## src/rtl/control_sequencer.sv

```systemverilog
// Multi-cycle control sequencer: FETCH -> DECODE -> EXEC -> WB, with BRZ and HALT.
// Optional single-step fetch gating is enabled by defining SEQ_SINGLE_STEP_EN.
module control_sequencer #(
  parameter int PC_W = 8
) (
  input  logic            clk,
  input  logic            reset,
`ifdef SEQ_SINGLE_STEP_EN
  input  logic            step,
`endif
  input  logic [15:0]     instr,
  input  logic            instr_valid,
  input  logic            zero,
  output logic [PC_W-1:0] pc,
  output logic            instr_req,
  output logic [3:0]      DA,
  output logic [3:0]      AA,
  output logic [3:0]      BA,
  output logic [3:0]      FS,
  output logic            RW,
  output logic            MB,
  output logic [15:0]     const_out,
  output logic            halted
);

  localparam logic [2:0] S_FETCH  = 3'd0;
  localparam logic [2:0] S_DECODE = 3'd1;
  localparam logic [2:0] S_EXEC   = 3'd2;
  localparam logic [2:0] S_WB     = 3'd3;
  localparam logic [2:0] S_HALT   = 3'd4;

  localparam logic [3:0] OP_LDI  = 4'b1101;
  localparam logic [3:0] OP_BRZ  = 4'b1110;
  localparam logic [3:0] OP_HALT = 4'b1111;

  logic [2:0]      state_q, state_d;
  logic [PC_W-1:0] pc_q, pc_d;
  logic [15:0]     ir_q, ir_d;
  logic [3:0]      da_q, da_d, aa_q, aa_d, ba_q, ba_d, fs_q, fs_d;
  logic            mb_q, mb_d;
  logic [15:0]     const_q, const_d;
  logic            rw_q, rw_d;
  logic            req_q, req_d;
  logic            halted_q, halted_d;
  logic            pend_d;
  logic            accept;

  logic [3:0]      ir_op;
  logic [3:0]      dec_fs;
  logic            dec_mb;
  logic [PC_W-1:0] br_off;

  assign ir_op  = ir_q[15:12];
  assign dec_fs = (ir_op <= 4'b1100) ? ir_op : 4'b0000;
  assign dec_mb = (ir_op == OP_LDI);

  // Sign-extend the 4-bit branch offset to the PC width.
  for (genvar gi = 0; gi < PC_W; gi++) begin : g_br_off
    assign br_off[gi] = ir_q[(gi < 4) ? gi : 3];
  end

`ifdef SEQ_SINGLE_STEP_EN
  logic pend_q;

  always_comb begin
    pend_d = pend_q;
    if (accept) pend_d = 1'b0;
    if (step)   pend_d = 1'b1;
  end

  always_ff @(posedge clk or negedge reset) begin
    if (!reset) pend_q <= 1'b0;
    else        pend_q <= pend_d;
  end
`else
  assign pend_d = 1'b1;
`endif

  assign accept = (state_q == S_FETCH) && req_q && instr_valid;

  always_comb begin
    state_d = state_q;
    pc_d    = pc_q;
    ir_d    = ir_q;
    da_d    = da_q;
    aa_d    = aa_q;
    ba_d    = ba_q;
    fs_d    = fs_q;
    mb_d    = mb_q;
    const_d = const_q;
    case (state_q)
      S_FETCH: begin
        if (accept) begin
          ir_d    = instr;
          pc_d    = pc_q + PC_W'(1);
          state_d = S_DECODE;
        end
      end
      S_DECODE: begin
        // Decoded fields are captured here so they hold through EXEC/WB and beyond.
        da_d    = ir_q[11:8];
        aa_d    = ir_q[7:4];
        ba_d    = ir_q[3:0];
        fs_d    = dec_fs;
        mb_d    = dec_mb;
        const_d = {12'b0, ir_q[3:0]};
        state_d = (ir_op == OP_HALT) ? S_HALT : S_EXEC;
      end
      S_EXEC: begin
        if (ir_op == OP_BRZ) begin
          if (zero) pc_d = pc_q + br_off;
          state_d = S_FETCH;
        end else begin
          state_d = S_WB;
        end
      end
      S_WB:    state_d = S_FETCH;
      S_HALT:  state_d = S_HALT;
      default: state_d = S_FETCH;
    endcase
  end

  assign rw_d     = (state_d == S_WB);
  assign halted_d = (state_d == S_HALT);
  assign req_d    = (state_d == S_FETCH) && pend_d;

  always_ff @(posedge clk or negedge reset) begin
    if (!reset) begin
      state_q  <= S_FETCH;
      pc_q     <= '0;
      ir_q     <= '0;
      da_q     <= '0;
      aa_q     <= '0;
      ba_q     <= '0;
      fs_q     <= '0;
      mb_q     <= 1'b0;
      const_q  <= '0;
      rw_q     <= 1'b0;
      req_q    <= 1'b0;
      halted_q <= 1'b0;
    end else begin
      state_q  <= state_d;
      pc_q     <= pc_d;
      ir_q     <= ir_d;
      da_q     <= da_d;
      aa_q     <= aa_d;
      ba_q     <= ba_d;
      fs_q     <= fs_d;
      mb_q     <= mb_d;
      const_q  <= const_d;
      rw_q     <= rw_d;
      req_q    <= req_d;
      halted_q <= halted_d;
    end
  end

  // During DECODE the fields come straight from IR; otherwise the held copies.
  assign DA        = (state_q == S_DECODE) ? ir_q[11:8] : da_q;
  assign AA        = (state_q == S_DECODE) ? ir_q[7:4]  : aa_q;
  assign BA        = (state_q == S_DECODE) ? ir_q[3:0]  : ba_q;
  assign FS        = (state_q == S_DECODE) ? dec_fs     : fs_q;
  assign MB        = (state_q == S_DECODE) ? dec_mb     : mb_q;
  assign const_out = (state_q == S_DECODE) ? {12'b0, ir_q[3:0]} : const_q;

  assign pc        = pc_q;
  assign instr_req = req_q;
  assign RW        = rw_q;
  assign halted    = halted_q;

endmodule

```

## config.mk

```make
export PLATFORM = sky130hd
export DESIGN_NAME = control_sequencer
export DESIGN_NICKNAME = d
export VERILOG_FILES = /design/src/rtl/control_sequencer.sv
export SDC_FILE = /design/constraint.sdc
export NUM_CORES = 1
export LEC_CHECK = 0
export CORE_MARGIN = 3
export CORE_UTILIZATION = 55
export CTS_BUF_LIST = sky130_fd_sc_hd__clkbuf_4
export CTS_CLUSTER_DIAMETER = 200
export DETAILED_ROUTE_END_ITERATION = 16
export PLACE_DENSITY = 0.94
export SLEW_MARGIN = 15
export SYNTH_ARGS = -nofsm -noshare
export SYNTH_HDL_FRONTEND = slang
export SYNTH_SLANG_ARGS = --single-unit
```

## constraint.sdc

```tcl
create_clock -name clk -period 4.55 [get_ports clk]
set_input_delay 0.6825 -clock clk [delete_from_list [all_inputs] [get_ports clk]]
set_output_delay 0.6825 -clock clk [all_outputs]
set_load 0.1 [all_outputs]
```

## After elaboration in Yosys (flattened, before gate mapping)

Index checks and enable logic that the tools add are counted.

| word-level totals | value |
|---|---|
| register bits | 63 |
| output and inout port bits | 44 |
| word-level logic and storage cells | 48 |
| bits of input ports | 20 |

| cells by class | value |
|---|---|
| equal/unequal tests | 11 |
| magnitude comparators | 1 |
| multiplexer cells | 15 |
| reductions and logical operators | 7 |
| add/sub/neg operators | 2 |

Operators by type and width:

| kind | count |
|---|---|
| 8-bit two-way mux | 3 |
| 4-bit two-way mux | 5 |
| 16-bit two-way mux | 1 |
| 8-bit one-hot mux with 2 select lines | 1 |
| 4-bit == test (second input constant) | 3 |
| 3-bit one-hot mux with 4 select lines | 1 |
| 8-bit by 1-bit adder with 8-bit output (second input constant) | 1 |
| 8-bit adder | 1 |
| 3-bit by 2-bit == test with 1-bit output (second input constant) | 2 |
| 3-bit == test (second input constant) | 2 |
| 3-bit logical NOT | 2 |
| 3-bit two-way mux | 2 |
| 2-bit inequality test (second input constant) | 3 |
| 4-bit <= comparator (second input constant) | 1 |
| 4-bit AND reduction | 1 |
| 3-bit by 1-bit == test with 1-bit output (second input constant) | 1 |
| 1-bit logical AND | 2 |
| 2-bit two-way mux | 1 |
| 2-bit AND reduction | 1 |
| 2-bit nonzero test | 1 |
| 1-bit two-way mux | 1 |

## Longest topological paths before layout

| depth | value |
|---|---|
| depth after elaboration | 6 |
| gate-level depth with buffers | 11 |
| mapped depth without buffers | 10 |

## Worst setup path before layout

OpenSTA, ideal clock, no wires.

| path | value |
|---|---|
| path kind | register to output |
| start | register state_q[2] |
| end | output port MB |
| data required time | 3.868 ns |
| slack | -0.327 ns |
| buffers on the path | 2 |
| cell stages (with the launch flop) | 5 |
| data arrival time | 4.194 ns |
| cell sequence | dfrtp_1 > buf_6 > or3_1 > clkbuf_1 > o41ai_1 |

| between the ends | value |
|---|---|
| longest elaborated chain between the ends | 2 |

Ends and longest elaborated chain:

| what | RTL line | source |
|---|---|---|
| start: declaration | 36 | `logic [2:0] state_q, state_d;` |
| start signal: assignment | 142 | `state_q <= state_d;` |
| 3-bit by 1-bit == test with 1-bit output | 162 | `assign MB = (state_q == S_DECODE) ? dec_mb : mb_q;` |
| 1-bit two-way mux | - |  |
| end: declaration | 21 | `output logic MB,` |

No other way between the ends.

## Final worst setup path

Ends and elaborated chain as after synthesis.

==> impl_metrics.ini <==
[clocking]
tritoncts = done
root_buffer = clkbuf_4
numCtsBuffers = 9
htreeDepth = 3
path_clk_slew_ps = 100
clkSinkCount = 63
postCtsSetupBuffers = 0
cts-hold-fix-buffers = 0
clkLatencyLatePin_ps = 390
post_cts_resized = 0
cts_max_path_buffers = 2

[floorplan]
die_h_um = 74.5
initial_core_util = 0.581
dieArea_um2 = 5550
io-pin-count = 64
core_um2 = 4440
die_w_um = 74.5
rows = 24

[timing]
finalSetupTns_ps = 0
rsz0062_at_grt = no
layout_min_cycle_time_ps = 3250
setup_viol = 0
drv_slew = 0
worstMarginPinSlew_ps = 1060
finClkSkew_ps = 9.42
slew_headroom = 0.296
fmax_mhz = 308
timing.final.crit_share = 0.713
worst_slack_ps = 1300
finalHoldViolations = 0

[global_route]
grt_usage = 0.197
first_global_vias = 1788
antenna_found_initial = 0
globalRouteOverflowTotal = 0
grt_max_degree = 64
grt_pass1_wl_um = 8180

[logic_synthesis]
synthFlopType = dfrtp_1
synth-xor-area-share = 0.0237
synth_cells = 223
synth_compound_area_frac = 0.0475
synth_seq_cells = 63
avgSynthCellArea_um2 = 11.6
synth_area_um2 = 2580
synth_top_family_by_area = simple AND/OR/NAND/NOR gates
synthArstFlopShare = 1.00
yosys_warnings = 0
synth_adder_area_share = 0.0223
synthMuxAreaShare = 0.0751
synth_edf_count = 0
synth_fp_nets = 247
yosysUniqueCellTypes = 40
synthSimpleGateAreaFrac = 0.195
synth_seq_area_share = 0.610

[placed_design]
place_ws_ps = 1720
portBuffers = 63
place_area_um2 = 3170
dpl.hpwl_um = 3410
gp_congestion = 0.731

[cells_and_area]
nets = 314
fin_util = 0.737
syn_to_final_growth_pct = 26.8
drive_gt1_frac = 0.259
final_cell_area_um2 = 3280
antenna_cells = 0

[critical_path]
path_class = reg2out
cp.required_ps = 3870
end_kind = output pin
reg2reg_slack_ps = 2000
ff2ff_path_depth = 9
cp_data_arrival_time_ps = 2560
crit_path_start_kind = flop
worst-path-max-fanout = 36

[hold_path]
hp-class = in2async

[route]
antenna_left = 0
wire_per_inst_um = 14.4
num_vias = 1801
drtIter0Drc = 100
firstDrtPassIters = 5
drt-vias-per-instance = 5.21
drt_wl_total_um = 4970
drcViolationCount = 0

[outcome]
status = finished, final reports clean

[flow_run]
cap_violations = 0
Yosys cell counts, types with 2 or more instances:
library cell  number  area [um^2]
dfrtp_1           63         1580
nand2_1           56          210
mux2_2            15          169
and2_1            13         81.3
nor2_1            10         37.5
clkbuf_1           6         22.5
xor2_1             6         52.6
inv_1              5         18.8
a21oi_1            4         20.0
nor3_1             4         20.0
a21oi_2            3         26.3
ha_1               3         37.5
nand3_1            3         15.0
o21ai_0            3         15.0
a22o_1             2         17.5
buf_4              2         15.0
nand3b_1           2         15.0
flip-flops by register name (all words and copies together), names as in the netlist:
register   flops
fs_q           4
RW             1
const_q       16
ba_q           4
da_q           4
instr_req      1
ir_q          16
mb_q           1
state_q        3
aa_q           4
pc             8
halted         1
layout by cell type (no fill, tap or decap), types with 2 or more instances in the layout:
| cell | n |
|---|---|
| dfrtp_1 | 63 |
| nand2_1 | 56 |
| buf_4 | 35 |
| clkdlybuf4s50_1 | 29 |
| mux2_2 | 15 |
| and2_1 | 13 |
| clkbuf_4 | 11 |
| nor2_1 | 10 |
| xor2_1 | 6 |
| inv_1 | 5 |
| a21oi_1 | 4 |
| nand3_1 | 3 |
| nor3_1 | 3 |
| a21oi_2 | 3 |
| o21ai_0 | 3 |
| ha_1 | 3 |
| nor3_2 | 2 |
| a22o_1 | 2 |
| nand3b_1 | 2 |
| clkinvlp_4 | 2 |
kinds of logic (layout without fill, tap and decap cells):
kind of cell,count (synthesis),count (layout)
AND/OR/NAND/NOR,102,102
flip-flops,63,63
multiplexers,17,17
AO/OA/AOI/OAI,16,16
buffers and inverters,14,85
XOR/XNOR,7,7
adder cells (fa/ha/maj),4,4
layer usage:
metal | vias up | wire (um) | GRT usage
li1 | 875 | - | -
met1 | 860 | 2110 | 0.240
met2 | 60 | 2520 | 0.327
met3 | 6 | 277 | 0.0689
met4 | 0 | 57 | 0.0692
met5 | - | 0 | 0
path summary, 6_finish.rpt:
| kind | from | to |
|---|---|---|
| min | reset | const_q[0] |
| min in group clk | pc[7] | pc[7] |
| max reg2reg | state_q[1] | pc[7] |
| max in group asynchronous | reset | const_q[6] |
| min reg2reg | pc[7] | pc[7] |
| max | state_q[2] | MB |
worst max-delay path, cell delays in order (launching register included):
cell	delay (ps)
dfrtp_1	490
or3_1	840
o41ai_2	480
buf_4	350
stage by stage:
step / hold slack (ps) / std cells
final: 441 / 346
after CTS: 447 / 346
after global routing: 466 / 346
after floorplan: 387 / 223
after global placement: 447 / 331
after detailed placement: 453 / 331
layout make-up:
cell class                      count  area, um^2
Clock inverter                      4        23.8
Multi-Input combinational cell    146         951
Fill cell                         323        1170
Inverter                            5        18.8
Clock buffer                       11        82.6
Timing Repair Buffer               65         558
Tap cell                           52        65.1
Sequential cell                    63        1580
Power is left out: the tool's default activity adds up to more than one toggle a clock period on the data nets, which glitch-free logic cannot reach.
